### src/rtl/fwd_scoreboard.sv
// fwd_scoreboard
//   Operand-forwarding scoreboard between the register-file read and the ALU
//   operand muxes. Keeps a shift-register history of the last DEPTH
//   result-producing instructions (stage 0 = youngest) and, for each source
//   port, returns the youngest in-flight value or the register-file value.
//   Load results become ready when memory data arrives at stage LOAD_STAGE.
//   A read that hits a not-yet-ready producer raises a load-use stall. Stall
//   cycles are counted with saturation.
//
// Ports
//   clk, rst         rising-edge clock, synchronous active-high reset
//   hold             freeze history (load capture still happens in place)
//   issue_*          instruction leaving EX this cycle
//   ld_valid/ld_data load data for the pending entry in stage LOAD_STAGE
//   readAddr/rfData  packed per-port source indices and register-file values
//   operand/fwdHit   packed per-port resolved operands and forward flags
//   stall            some port depends on a not-ready producer
//   stallCount       saturating count of stall cycles
module fwd_scoreboard #(
    parameter int WORD_LEN      = 32,
    parameter int REG_IDX_WIDTH = 5,
    parameter int NUM_READ      = 2,
    parameter int DEPTH         = 3,
    parameter int LOAD_STAGE    = 1,
    parameter int CNT_WIDTH     = 16
) (
    input  logic                              clk,
    input  logic                              rst,
    input  logic                              hold,
    input  logic                              issue_valid,
    input  logic                              issue_regWrite,
    input  logic                              issue_isLoad,
    input  logic [REG_IDX_WIDTH-1:0]          issue_rd,
    input  logic [WORD_LEN-1:0]               issue_data,
    input  logic                              ld_valid,
    input  logic [WORD_LEN-1:0]               ld_data,
    input  logic [NUM_READ*REG_IDX_WIDTH-1:0] readAddr,
    input  logic [NUM_READ*WORD_LEN-1:0]      rfData,
    output logic [NUM_READ*WORD_LEN-1:0]      operand,
    output logic [NUM_READ-1:0]               fwdHit,
    output logic                              stall,
    output logic [CNT_WIDTH-1:0]              stallCount
);

    typedef struct packed {
        logic                     valid;
        logic                     ready;
        logic [REG_IDX_WIDTH-1:0] rd;
        logic [WORD_LEN-1:0]      data;
    } entry_t;

    localparam logic [CNT_WIDTH-1:0] CNT_ONE = 1;

    entry_t hist [DEPTH];   // registered history
    entry_t cur  [DEPTH];   // history with this cycle's load capture applied
    entry_t cap;            // entry entering stage 0 on a shift
    logic   ld_capture;

    // Load capture is folded into the current view of the history so that
    // both the in-place (hold) update and the shifted copy see it.
    always_comb begin
        // NOTE: every variable written in a combinational block gets a default
        // first; a path that leaves one unassigned would infer a latch.
        ld_capture = ld_valid && hist[LOAD_STAGE].valid && !hist[LOAD_STAGE].ready;
        for (int k = 0; k < DEPTH; k++) begin
            cur[k] = hist[k];
        end
        if (ld_capture) begin
            cur[LOAD_STAGE].ready = 1'b1;
            cur[LOAD_STAGE].data  = ld_data;
        end

        cap = '0;
        if (issue_valid && issue_regWrite) begin
            cap.valid = 1'b1;
            cap.rd    = issue_rd;
            cap.ready = !issue_isLoad;
            cap.data  = issue_isLoad ? '0 : issue_data;
        end
    end

    // NOTE: state registers use non-blocking assignments so every stage
    // samples the pre-edge value of its neighbour; blocking here would
    // collapse the shift register into a single stage.
    always_ff @(posedge clk) begin
        if (rst) begin
            // NOTE: the history is reset entry by entry because a stale valid
            // bit would forward garbage after reset.
            for (int k = 0; k < DEPTH; k++) begin
                hist[k] <= '0;
            end
            stallCount <= '0;
        end else begin
            if (hold) begin
                hist <= cur;
            end else begin
                hist[0] <= cap;
                for (int k = 1; k < DEPTH; k++) begin
                    hist[k] <= cur[k-1];
                end
            end
            if (stall && stallCount != '1) begin
                stallCount <= stallCount + CNT_ONE;
            end
        end
    end

    // Per-port resolution. The stage scan runs oldest to youngest so the last
    // match, i.e. the lowest index, wins; rd 0 is never live.
    logic [REG_IDX_WIDTH-1:0] addr;
    logic                     hit;
    logic                     sel_at_ld;
    entry_t                   sel;
    logic [NUM_READ-1:0]      unresolved;

    always_comb begin
        operand    = rfData;
        fwdHit     = '0;
        unresolved = '0;
        addr       = '0;
        hit        = 1'b0;
        sel_at_ld  = 1'b0;
        sel        = '0;
        for (int p = 0; p < NUM_READ; p++) begin
            addr      = readAddr[p*REG_IDX_WIDTH +: REG_IDX_WIDTH];
            hit       = 1'b0;
            sel_at_ld = 1'b0;
            sel       = '0;
            for (int k = DEPTH - 1; k >= 0; k--) begin
                if (hist[k].valid && hist[k].rd != '0 && hist[k].rd == addr) begin
                    hit       = 1'b1;
                    sel       = hist[k];
                    sel_at_ld = (k == LOAD_STAGE);
                end
            end
            if (hit) begin
                if (sel.ready) begin
                    operand[p*WORD_LEN +: WORD_LEN] = sel.data;
                    fwdHit[p]                       = 1'b1;
                end else if (sel_at_ld && ld_valid) begin
                    // Load data arriving this cycle is bypassed straight through.
                    operand[p*WORD_LEN +: WORD_LEN] = ld_data;
                    fwdHit[p]                       = 1'b1;
                end else begin
                    unresolved[p] = 1'b1;
                end
            end
        end
        stall = |unresolved;
    end

endmodule

### config.mk
export PLATFORM = sky130hd
export DESIGN_NAME = fwd_scoreboard
export DESIGN_NICKNAME = d
export VERILOG_FILES = /design/src/rtl/fwd_scoreboard.sv
export SDC_FILE = /design/constraint.sdc
export NUM_CORES = 1
export LEC_CHECK = 0
export BUFFER_PORTS_ARGS = -buffer_cell sky130_fd_sc_hd__buf_2
export CELL_PAD_IN_SITES_DETAIL_PLACEMENT = 0
export CELL_PAD_IN_SITES_GLOBAL_PLACEMENT = 1
export CORE_MARGIN = 10
export CORE_UTILIZATION = 34
export DETAILED_ROUTE_END_ITERATION = 8
export PLACE_DENSITY_LB_ADDON = 0.1
export SLEW_MARGIN = 25
export SYNTH_ARGS = -nofsm -noshare
export SYNTH_HDL_FRONTEND = slang
export SYNTH_SLANG_ARGS = --single-unit
### constraint.sdc
create_clock -name clk -period 2.5 [get_ports clk]
set_input_delay 0.125 -clock clk [delete_from_list [all_inputs] [get_ports clk]]
set_output_delay 0.125 -clock clk [all_outputs]
set_load 0.005 [all_outputs]
== Word level (Yosys, flattened, before mapping) ==
Cells that the tools add are included.
W data, S select, Z words.

* Register bits: 133
* Input bits: 150
* Output and inout bits: 83

* Add/sub/neg operators: 1
* Equality and inequality tests: 7
* Multiplexer cells: 39
* Reduce and logical (&&, ||, !) cells: 21

{| class="wikitable"
|+ Operator list
! kind !! number
|-
| $mux W32 || 8
|-
| $mux W38 || 6
|-
| $mux W77 || 1
|-
| $mux W39 || 1
|-
| $eq A5 B5 Y1 || 6
|-
| $mux W1 || 23
|-
| $add A16 B1 Y16 const B || 1
|-
| $ne A16 B16 Y1 const B || 1
|-
| $logic_and A1 B1 Y1 || 15
|-
| $reduce_bool A5 Y1 || 3
|-
| $logic_not A1 Y1 || 2
|-
| $reduce_or A2 Y1 || 1
|}

== Depth between registers and ports, before layout ==
* Depth after elaboration: 11
* Gate-level depth with buffers: 10
* Gate-level depth less buffers: 8

== Worst setup path before layout ==
No wires, ideal clock.

* Path type: reg-to-reg
* From: reg hist, in the netlist cur[72]
* To: reg stallCount[13]
* Library setup time: 0.123 ns
* Arrival: 2.504 ns
* Data required time: 2.377 ns
* Slack: -0.128 ns
* Cell stages (with the launch flop): 9
* Buffers on the path: 0
* Period minus slack after synthesis: 2.628 ns
* Cells stage by stage: dfxtp_1 -> or4_1 -> o21ai_2 -> nor3_1 -> a311oi_2 -> o211ai_2 -> a2111oi_4 -> nand4_1 -> mux2_1

* Cells in the longest elaborated chain, start to end: 11
* Elaborated cells between the ends (all ways): 28
* Classes of those cells: 2 x eq/ne; 18 x mux; 8 x reduce/logical

{| class="wikitable"
|+ RTL lines
! item !! RTL line !! source
|-
| start, declared || 54 || <nowiki>entry_t hist [DEPTH];</nowiki>
|-
| start signal, assigned || 95 || <nowiki>hist <= cur;</nowiki>
|-
| start signal, assigned by index || 99 || <nowiki>hist[k] <= cur[k-1];</nowiki>
|-
| $reduce_bool A5 Y1 || 130 || <nowiki>if (hist[k].valid && hist[k].rd != '0 && hist[k].rd == addr) begin</nowiki>
|-
| $logic_and A1 B1 Y1 (2 in a row) || 130 ||
|-
| $mux W1 (2 in a row) || 130 ||
|-
| $logic_and A1 B1 Y1 || 140 || <nowiki>end else if (sel_at_ld && ld_valid) begin</nowiki>
|-
| $mux W1 || 140 ||
|-
| $mux W1 || 137 || <nowiki>if (sel.ready) begin</nowiki>
|-
| $mux W1 || 136 || <nowiki>if (hit) begin</nowiki>
|-
| $reduce_or A2 Y1 (*) || 149 || <nowiki>stall = |unresolved;</nowiki>
|-
| $logic_and A1 B1 Y1 (*) || 102 || <nowiki>if (stall && stallCount != '1) begin</nowiki>
|-
| end signal, assigned || 103 || <nowiki>stallCount <= stallCount + CNT_ONE;</nowiki>
|-
| end, declared || 42 || <nowiki>output logic [CNT_WIDTH-1:0] stallCount</nowiki>
|}

Mark *: on every way between the ends. The rest lies on a longest branch, timed or not.
A chain may end at the register's enable or synchronous reset.

== Worst setup path in the final report ==
* From: reg hist, in the netlist cur[72]
* To: out operand[31]

* Cells in the longest elaborated chain, start to end: 9
* Elaborated cells between the ends (all ways): 14
* Classes of those cells: 1 x eq/ne; 9 x mux; 4 x reduce/logical

{| class="wikitable"
|+ RTL lines
! item !! RTL line !! source
|-
| $reduce_bool A5 Y1 || 130 ||
|-
| $logic_and A1 B1 Y1 || 130 ||
|-
| $logic_and A1 B1 Y1 (*) || 130 ||
|-
| $mux W1 (2 in a row) || 130 ||
|-
| $logic_and A1 B1 Y1 || 140 ||
|-
| $mux W32 || 140 ||
|-
| $mux W32 || 137 ||
|-
| $mux W32 (*) || 136 ||
|-
| end, declared || 39 || <nowiki>output logic [NUM_READ*WORD_LEN-1:0] operand,</nowiki>
|}

Marked as above.

==> impl_metrics.env <==
export IMPL_fin_setup_tns_ns=-28.76
export IMPL_grt_pass1_wl_mm=49.80
export IMPL_pin_count=233
export IMPL_hp_class="in2reg"
export IMPL_yosysMostFrequentCell="nor2_1"
export IMPL_cp_arrival_ns=2.90
export IMPL_numPortBuffers=232
export IMPL_highest_layer="met5"
export IMPL_die_area_um2=29630
export IMPL_ff2ff_path_depth=11
export IMPL_synth_edf_count=0
export IMPL_finalSetupViolCount=79
export IMPL_crit_cells=12
export IMPL_path_class="reg2out"
export IMPL_cp_start_kind="flop"
export IMPL_synth_cell_area_um2=7869
export IMPL_async_flop_share_pct=0
export IMPL_yosys_area_top_type="dfxtp_1"
export IMPL_yosys_area_share_simple_pct=18.99
export IMPL_violations="negative setup slack"
export IMPL_initial_core_util_pct=34.65
export IMPL_skew_ns=0.008666
export IMPL_cts_sinks=133
export IMPL_synth_top_cell_area_share_pct=33.84
export IMPL_run_status="complete, but fails checks"
export IMPL_synth_commonest_cells="200 x nor2_1, 133 x dfxtp_1, 98 x nand2_1"
export IMPL_fin_util_pct=50.89
export IMPL_grt_max_degree=79
export IMPL_clkTransAtPathRegs_ns=0.06
export IMPL_synth_xor_area_share_pct=3.450
export IMPL_yosysSeqAreaShare_pct=33.84
export IMPL_wl_met2_mm=15.53
export IMPL_hold_viol=0
export IMPL_wl_per_cell_um=19.58
export IMPL_synth_area_leaders="dfxtp_1 34%, mux2i_1 9.8%, nor2_1 9.5%"
export IMPL_ys_dominant_reg_cell="dfxtp_1"
export IMPL_grt_setup_unrepaired="yes"
export IMPL_wl_met3_mm=2.084
export IMPL_synth_compound_area_share_pct=28.21
export IMPL_end_kind="output port"
export IMPL_fmaxAchievable_mhz=330.6
export IMPL_crit_top_cell="buf_4"
export IMPL_fp_dieH_um=172.1
export IMPL_antenna_left=0
export IMPL_drtPass1Iterations=5
export IMPL_cts_max_level=4
export IMPL_rows=55
export IMPL_synth_warnings=0
export IMPL_p_per_area_nw_per_um2=460.8
export IMPL_cpPeakStageDelay_ns=0.54
export IMPL_fin_cells=1635
export IMPL_peakVddDrop_uv=423.2
export IMPL_numPlacedInstances=1549
export IMPL_coreArea_um2=22710
export IMPL_ys_types=45
export IMPL_period_needed_ns=3.025
export IMPL_vias_per_cell=5.423
export IMPL_holdWs_ns=0.1040
export IMPL_holdPathStages=4
export IMPL_fin_ws_ns=-0.5250
export IMPL_vias=8867
export IMPL_gp_congestion=0.8335
export IMPL_drv_cap=0
export IMPL_antenna_found_initial=2
export IMPL_final_max_slew_viol_count=0
export IMPL_cts_tree="yes"
export IMPL_die_x_um=172.1
export IMPL_clockBufferDepth=2
export IMPL_crit_path_top_delay_cell="or4_4"
export IMPL_grt_pass1_vias=8790
export IMPL_worst_slew_margin_rel_pct=57.91
export IMPL_critPathMaxFanout=6
export IMPL_nets=1488
export IMPL_synth_mux_area_fraction_pct=10.65
export IMPL_routed_wl_mm=32.02
export IMPL_clock_latency_ns=0.42
export IMPL_grt_usage_pct=21.27
export IMPL_synth_top_family_by_area="compound AO/OA/AOI/OAI gates"
export IMPL_drive_above_1_share_pct=32.47
export IMPL_post_place_ws_ns=-0.2987
export IMPL_p_leak_nw=5.117
export IMPL_worst_pin_slew_ns=0.6313
export IMPL_drc_errors=0
export IMPL_first_iter_violations=521
export IMPL_fin_crit_sh_pct=121.0
export IMPL_dpl_hpwl_mm=21.70
export IMPL_crit_buf_inv=6
export IMPL_crit_path_cell_trace="or4_4 > o21ai_4 > buf_4 > nor3_1 > a311oi_2 > buf_4 > nor2_4 > buf_4 > buf_4 > clkbuf_16 > o21ai_1 > buf_2"
export IMPL_gr_total_overflow=0
export IMPL_synthesis_nets=1181
export IMPL_root_buffer="clkbuf_16"
export IMPL_cp_top_family="buffers and inverters"
export IMPL_area_growth_pct=46.86
export IMPL_cts_buffers=17
export IMPL_synth_cells=1030
export IMPL_synth_area_per_cell_um2=7.640
export IMPL_cp_data_required_time_ns=2.38
export IMPL_wl_met1_mm=14.09
export IMPL_synth_seq_cells=133
export IMPL_yosys_area_share_adder_pct=0.1590
## cell usage in the layout (no fill, tap or decap), drive strengths merged, types with 14 or more instances in the layout
cell type    instances
buf                347
dfxtp              133
o211ai              33
mux2i               77
xnor2               24
nor2               200
nand2               98
a21oi               53
a221o               16
a211oi              65
o21ai               36
a31oi               32
dlygate4sd3         32
nand3               14
clkbuf              24
a22oi               32
o22ai               47
## power breakdown
group / switching [mW] / total, mW / leakage (nW) / internal (mW)
clock: 0.950 / 2.46 / 0.269 / 1.51
combinational: 0.325 / 0.637 / 3.76 / 0.312
sequential: 0.0482 / 2.22 / 1.08 / 2.18
## cell type report
class                      count  area, µm²
antenna                        1      2.502
clock buffer                  23      467.9
clock inverter                 8      101.3
fill                        2282      11150
inverter                       5      18.77
multi-input combinational    800       5234
sequential                   133       2673
tap                          285      356.6
timing repair buffer         380       2703
## worst register-to-register path, cell delays in order, from the launching register on
cell and delay (ns):
dfxtp_2 0.33, or4_4 0.54, o21ai_4 0.21, buf_4 0.15, nor3_1 0.06, a311oi_2 0.24
buf_4 0.18, o211ai_4 0.10, buf_6 0.15, a2111oi_4 0.36, nand4_1 0.16, mux2_4 0.31
## sequential cells by signal (all words and copies together), names as in the netlist
| name | cells |
|---|---|
| cur | 84 |
| stallCount | 16 |
| hist | 33 |
## worst paths after layout
check / endpoint / slack, ns / startpoint
worst min-delay path: cur[114] / 0.10 / issue_rd[4]
worst max register to register: stallCount[13] / -0.41 / cur[72]
worst min register to register: hist[45] / 0.52 / cur[84]
worst max-delay path: operand[31] / -0.53 / cur[72]
## metrics by stage
stage	power [mW]	area, µm²
2_1_floorplan	2.539	7880
3_3_place_gp	2.838	9967
3_5_place_dp	2.842	9967
4_1_cts	5.375	11300
5_1_grt	5.543	11550
6_report	5.325	11560
## cell families (layout without fill, tap and decap cells)
group	Yosys count	after routing
AO/OA/AOI/OAI	327	327
buffers and inverters	97	416
AND/OR/NAND/NOR	358	358
flip-flops	133	133
adder cells (fa/ha/maj)	1	1
other	0	1
multiplexers	83	83
XOR/XNOR	31	31
## per-layer routing
layer  global-route usage (%)  up-vias
met2                    35.59      243
met5                        0        -
met3                    5.153       27
li1                         -     4408
met1                    27.01     4187
met4                    4.798        2
## repair_timing
action | CTS | global route
buffers inserted | 9 | 11
pin swaps | 18 | 14
cloned | 3 | 1
setup endpoints to repair | 81 | 81
hold endpoints to repair | 32 | 0
hold buffers | 32 | 0
gates resized for setup | 82 | 49
Power figures use the tool's default switching activity.
